`src/rtl/pipe_stage_reg.sv`:
```
// Inter-stage pipeline register with valid/ready handshake, flush-to-kernel and null-slot squash.
// Define PIPE_STAGE_SKID_EN to add a one-entry skid buffer that decouples in_ready from out_ready.
module pipe_stage_reg #(
   parameter int              DATA_W     = 32,
   parameter int              PC_W       = 32,
   parameter int              EXC_W      = 5,
   parameter logic [PC_W-1:0] PC_DEFAULT = 32'h0000_3000,
   parameter logic [PC_W-1:0] PC_KERNEL  = 32'h0000_4180
) (
   input  logic              clk,
   input  logic              reset,
   input  logic              in_valid,
   output logic              in_ready,
   input  logic [PC_W-1:0]   in_pc,
   input  logic [DATA_W-1:0] in_instr,
   input  logic              in_bd,
   input  logic [EXC_W-1:0]  in_exc,
   input  logic              flush,
   input  logic              null_slot,
   output logic              out_valid,
   input  logic              out_ready,
   output logic [PC_W-1:0]   out_pc,
   output logic [DATA_W-1:0] out_instr,
   output logic              out_bd,
   output logic [EXC_W-1:0]  out_exc,
   output logic [1:0]        occupancy
);

   // Entry layout: {pc, instr, bd, exc}
   localparam int E_W      = PC_W + DATA_W + 1 + EXC_W;
   localparam int INSTR_LO = EXC_W + 1;
   localparam int INSTR_HI = EXC_W + DATA_W;
   localparam int PC_LO    = EXC_W + DATA_W + 1;

   localparam logic [E_W-1:0] DEFAULT_ENTRY = {PC_DEFAULT, {(E_W-PC_W){1'b0}}};
   localparam logic [E_W-1:0] KERNEL_ENTRY  = {PC_KERNEL,  {(E_W-PC_W){1'b0}}};

   logic [E_W-1:0] main_reg, main_next, in_entry;
   logic           main_valid_reg, main_valid_next;
   logic [1:0]     occupancy_reg, occupancy_next;
   logic           push, pop;

   // A faulting instruction word is never forwarded; its exception code travels instead.
   assign in_entry = {in_pc, (in_exc != '0) ? {DATA_W{1'b0}} : in_instr, in_bd, in_exc};

   assign push = in_valid & in_ready;
   assign pop  = main_valid_reg & out_ready;

`ifdef PIPE_STAGE_SKID_EN
   logic [E_W-1:0] skid_reg, skid_next;
   logic           skid_valid_reg, skid_valid_next;

   assign in_ready = reset & ~skid_valid_reg & ~flush & ~null_slot;

   always_comb begin
      main_next       = main_reg;
      main_valid_next = main_valid_reg;
      skid_next       = skid_reg;
      skid_valid_next = skid_valid_reg;
      if (flush) begin
         main_next       = KERNEL_ENTRY;
         main_valid_next = 1'b0;
         skid_valid_next = 1'b0;
      end else begin
         if (pop) begin
            if (skid_valid_reg) begin
               main_next       = skid_reg;
               main_valid_next = 1'b1;
               skid_valid_next = 1'b0;
            end else if (push) begin
               main_next       = in_entry;
               main_valid_next = 1'b1;
            end else begin
               main_valid_next = 1'b0;
            end
         end else if (push) begin
            if (!main_valid_reg) begin
               main_next       = in_entry;
               main_valid_next = 1'b1;
            end else begin
               skid_next       = in_entry;
               skid_valid_next = 1'b1;
            end
         end
         if (null_slot) begin
            main_next[INSTR_HI:INSTR_LO] = '0;
         end
      end
      occupancy_next = {1'b0, main_valid_next} + {1'b0, skid_valid_next};
   end

   always_ff @(posedge clk or negedge reset) begin
      if (!reset) begin
         skid_reg       <= '0;
         skid_valid_reg <= 1'b0;
      end else begin
         skid_reg       <= skid_next;
         skid_valid_reg <= skid_valid_next;
      end
   end
`else
   assign in_ready = reset & (~main_valid_reg | out_ready) & ~flush & ~null_slot;

   always_comb begin
      main_next       = main_reg;
      main_valid_next = main_valid_reg;
      if (flush) begin
         main_next       = KERNEL_ENTRY;
         main_valid_next = 1'b0;
      end else begin
         if (push) begin
            main_next       = in_entry;
            main_valid_next = 1'b1;
         end else if (pop) begin
            main_valid_next = 1'b0;
         end
         if (null_slot) begin
            main_next[INSTR_HI:INSTR_LO] = '0;
         end
      end
      occupancy_next = {1'b0, main_valid_next};
   end
`endif

   always_ff @(posedge clk or negedge reset) begin
      if (!reset) begin
         main_reg       <= DEFAULT_ENTRY;
         main_valid_reg <= 1'b0;
         occupancy_reg  <= 2'd0;
      end else begin
         main_reg       <= main_next;
         main_valid_reg <= main_valid_next;
         occupancy_reg  <= occupancy_next;
      end
   end

   assign out_valid = main_valid_reg;
   assign out_pc    = main_reg[E_W-1:PC_LO];
   assign out_instr = main_reg[INSTR_HI:INSTR_LO];
   assign out_bd    = main_reg[EXC_W];
   assign out_exc   = main_reg[EXC_W-1:0];
   assign occupancy = occupancy_reg;

endmodule
```
`config.mk`:
```
export PLATFORM = sky130hd
export DESIGN_NAME = pipe_stage_reg
export DESIGN_NICKNAME = d
export VERILOG_FILES = /design/src/rtl/pipe_stage_reg.sv
export SDC_FILE = /design/constraint.sdc
export NUM_CORES = 1
export LEC_CHECK = 0
export ABC_AREA = 0
export BUFFER_PORTS_ARGS = -buffer_cell sky130_fd_sc_hd__buf_2
export CAP_MARGIN = 30
export CORE_ASPECT_RATIO = 1.25
export CORE_UTILIZATION = 47
export CTS_CLUSTER_SIZE = 30
export DETAILED_ROUTE_END_ITERATION = 12
export PLACE_DENSITY = 0.86
export SLEW_MARGIN = 20
export SYNTH_ARGS = -nofsm -noshare
export SYNTH_HDL_FRONTEND = slang
export SYNTH_SLANG_ARGS = --single-unit
```
`constraint.sdc`:
```
create_clock -name clk -period 1.9 [get_ports clk]
set_input_delay 0.095 -clock clk [delete_from_list [all_inputs] [get_ports clk]]
set_output_delay 0.095 -clock clk [all_outputs]
set_load 0.01 [all_outputs]
```
== Word-level counts from Yosys, hierarchy flattened ==
Cells that the tools add are included.
Widths: inputs -> output; s select.

* Register bits: 71
* Bits of input ports: 76
* Output and inout port bits: 74
* Logic and storage cells: 23

* Muxes and demuxes: 7
* Bitwise logic cells: 9
* Reductions and logical operators: 4

{| class="wikitable"
|+ Operators with widths
! cell !! number
|-
| $mux 70 || 2
|-
| $mux 32 || 2
|-
| $reduce_bool 3->1 || 2
|-
| $and 1x1->1 || 5
|-
| $reduce_bool 5->1 || 1
|-
| $mux 1 || 3
|-
| $not 1->1 || 3
|-
| $reduce_bool 2->1 || 1
|-
| $or 1x1->1 || 1
|}

== Logic depth before layout (Yosys ltp) ==
* Word-level depth: 9
* Gate-level depth with buffers: 6
* Mapped depth without buffers: 3

== Worst setup path before layout ==
OpenSTA, ideal clock, no wires.

* Kind: register -> register
* Start: reg occupancy[0] (netlist name)
* End: reg main_reg[1]
* Arrival: 1.531 ns
* Required time: 1.775 ns
* Setup slack: 0.243 ns
* Stages on the path, launching flop included: 6
* Buffers on the path: 2
* Cells stage by stage: dfrtp_1 nor2b_1 or3_1 buf_6 buf_12 mux2_4

{| class="wikitable"
|+ RTL lines
! item !! line !! source
|-
| end signal, assigned || 131 || <nowiki>main_reg <= main_next;</nowiki>
|-
| end, declared || 38 || <nowiki>logic [E_W-1:0] main_reg, main_next, in_entry;</nowiki>
|}

==> results.json <==
{
  "synth.distinct_cells": 24,
  "p_per_area_mw_per_mm2": 671,
  "synth-edff-count": 0,
  "final_hold_viol_count": 0,
  "clock_path_buffers": 2,
  "yosys_warnings": 0,
  "cp.arrival_ps": 1980,
  "rrSetupSlack_ps": 160,
  "drtIter0Drc": 82,
  "setup_viol": 0,
  "place_ws_ps": -32.2,
  "syn_to_final_growth_pct": 42.2,
  "wl_per_cell_um": 16.4,
  "via_count": 2722,
  "synth_area_leaders": "dfrtp_1, mux2_4, o2bb2ai_1, nor2b_1, nand3_1",
  "power_mw": 3.10,
  "ant_nets": 0,
  "synthCells": 249,
  "viasPerCell": 5.17,
  "final.period_utilization_pct": 91.4,
  "port_buffers": 148,
  "ys_seq_area_share_pct": 54.7,
  "syn_area_mm2": 0.00325,
  "finalClockSkew_ps": 13.8,
  "ys.flop_type": "dfrtp_1",
  "yosysMostFrequentCell": "dfrtp_1",
  "worstPathCellList": "nor2b_2 > or3_4 > buf_4 > o2bb2ai_1",
  "first_pass_iters": 4,
  "numCtsBuffers": 9,
  "synthArstFlopShare_pct": 100,
  "p_seq_share_pct": 50.1,
  "slowest_delay_ps": 590,
  "start_util_pct": 49.3,
  "power_frac_comb_pct": 12.3,
  "cts_htree_levels": 3,
  "swShare_pct": 23.3,
  "gp_congestion": 0.724,
  "cp.required_ps": 2150,
  "yosysTopAreaCell": "dfrtp_1",
  "reg2reg_to": "main_reg[18]",
  "grt_usage_pct": 24.9,
  "die_h_um": 95.0,
  "post_cts_buffers": 0,
  "grt_use_met1_pct": 30.1,
  "clockRootBuffer": "clkbuf_8",
  "dp_hpwl_um": 5190,
  "die_area_mm2": 0.00726,
  "cp_max_fo": 23,
  "antennaDiodeCount": 0,
  "cts.reportedPaths.clkPinSlew_ps": 80,
  "drc": 0,
  "cp_slowest_cell": "or3_4",
  "rsz0062_at_grt": "false",
  "ys_seq_elements": 71,
  "ir_drop_mv": 0.363,
  "pwr-share-clk_pct": 37.6,
  "crit_path_end_kind": "flop",
  "leakage_nw": 2.44,
  "p_sw_mw": 0.724,
  "avgSynthCellArea_um2": 13.1,
  "synthDominantCellAreaShare_pct": 53.1,
  "ioPinCount": 150,
  "grtUsageMet3_pct": 4.98,
  "p_int_mw": 2.38,
  "drive_gt1_share_pct": 48.7,
  "antenna_found_initial": 0,
  "r2r_cells": 4,
  "die_w_um": 76.4,
  "synth_nets": 325,
  "fin_tns_setup_ps": 0,
  "holdCritPathClass": "input pin to asynchronous set/reset pin",
  "relSlewSlack_pct": 43.5,
  "core_mm2": 0.00661,
  "grt_pass1_vias": 2875,
  "cap_viol_max_count": 0,
  "grt_max_degree": 73,
  "synthTopCellsByCount": "dfrtp_1, nor2b_1, mux2_4, nand3_1, o2bb2ai_1",
  "largest_reg_flops": 70,
  "fin_crit_ps": 1740,
  "cts_tree": "done",
  "critPathLaunchType": "flop",
  "final_nets": 511,
  "r2r_start": "occupancy[0]",
  "tightestPinTransition_ps": 848,
  "grt_pass1_wl_um": 13900,
  "row_count": 33,
  "worstSkewPairLatency_ps": 330,
  "grt_use_met2_pct": 43.6,
  "fmax_mhz": 576,
  "grt_overflow": 0,
  "clock_sinks": 71,
  "fin_ws_ps": 164,
  "crit_type": "flop to flop",
  "drv_slew": 0,
  "routed_wirelength_um": 8650,
  "outcome": "finished, final reports clean",
  "grt-busiest-layer": "met2",
  "fill_cells": 485
}
## cells by family after synthesis
logic type | share of synthesized area, %
and+or+nand+nor | 14.0
AOI/OAI and AO/OA | 9.11
DFF | 54.7
muxes | 16.5
other | 0.115
buffers and inverters | 5.54
## critical path, delay by kind of cell, from the launching register on
family	cells	cell delay, ps
flip-flops	1	410
AO/OA/AOI/OAI	1	170
AND/OR/NAND/NOR	2	790
buffers and inverters	1	280
## through the flow
step | util (%) | cell area [um^2] | hold slack, ps | std cells
after floorplan | - | 3250 | -201 | 249
after global placement | 60.5 | 4000 | 329 | 468
after detailed placement | 60.5 | 4000 | 331 | 468
after CTS | 70.0 | 4620 | 1.24 | 526
after global routing | 70.0 | 4630 | 9.19 | 526
final | 70.0 | 4630 | 7.15 | 526
## how the worst max path moves through the flow
stage,startpoint,to,slack [ps],cells after the start
after CTS,occupancy[0],main_reg[18],120,4
after floorplan,occupancy[0],main_reg[1],240,5
final,occupancy[0],main_reg[18],160,4
after global routing,occupancy[0],main_reg[18],40,4
after detailed placement,occupancy[0],main_reg[18],-30,4
after global placement,occupancy[0],main_reg[18],90,4
## layer usage
metal	wire length, um	up-vias
met2	4510	126
met5	0	-
met3	518	13
met4	136	0
li1	-	1248
met1	3490	1335
## power by group through the flow
stage / logic (mW) / registers [mW] / clock network [mW]
global route: 0.414 / 1.56 / 1.26
CTS: 0.380 / 1.56 / 1.20
detailed placement: 0.310 / 1.58 / 0
finish: 0.382 / 1.56 / 1.17
global placement: 0.302 / 1.58 / 0
floorplan: 0.136 / 1.60 / 0
## what timing repair did
item                       4_1_cts  5_1_grt
setup endpoints to repair       17       10
pin swaps                        1        1
gates cloned                     1        0
hold endpoints to repair        42        0
hold buffers                    42        0
gates resized for setup          1        1
## final cells by class
| class | instances | area [um^2] | share of cell area (%) |
|---|---|---|---|
| multi-input combinational | 156 | 1330 | 28.7 |
| clock inverter | 5 | 57.6 | 1.24 |
| sequential | 71 | 1780 | 38.5 |
| tap | 87 | 109 | 2.35 |
| timing repair buffer | 197 | 1220 | 26.3 |
| clock buffer | 10 | 138 | 2.97 |
## placed cells by master (no fill, tap or decap), types with 2 or more instances in the layout
master / count
buf_2: 147
dfrtp_1: 69
dlygate4sd3_1: 42
nor2b_1: 35
mux2_4: 33
nand3_1: 32
o2bb2ai_1: 32
clkbuf_8: 10
buf_4: 8
nor2_1: 5
or3_4: 2
mux2i_1: 2
mux2_2: 2
clkinv_2: 2
dfstp_2: 2
Note: power is estimated with default switching activity, not from simulation.
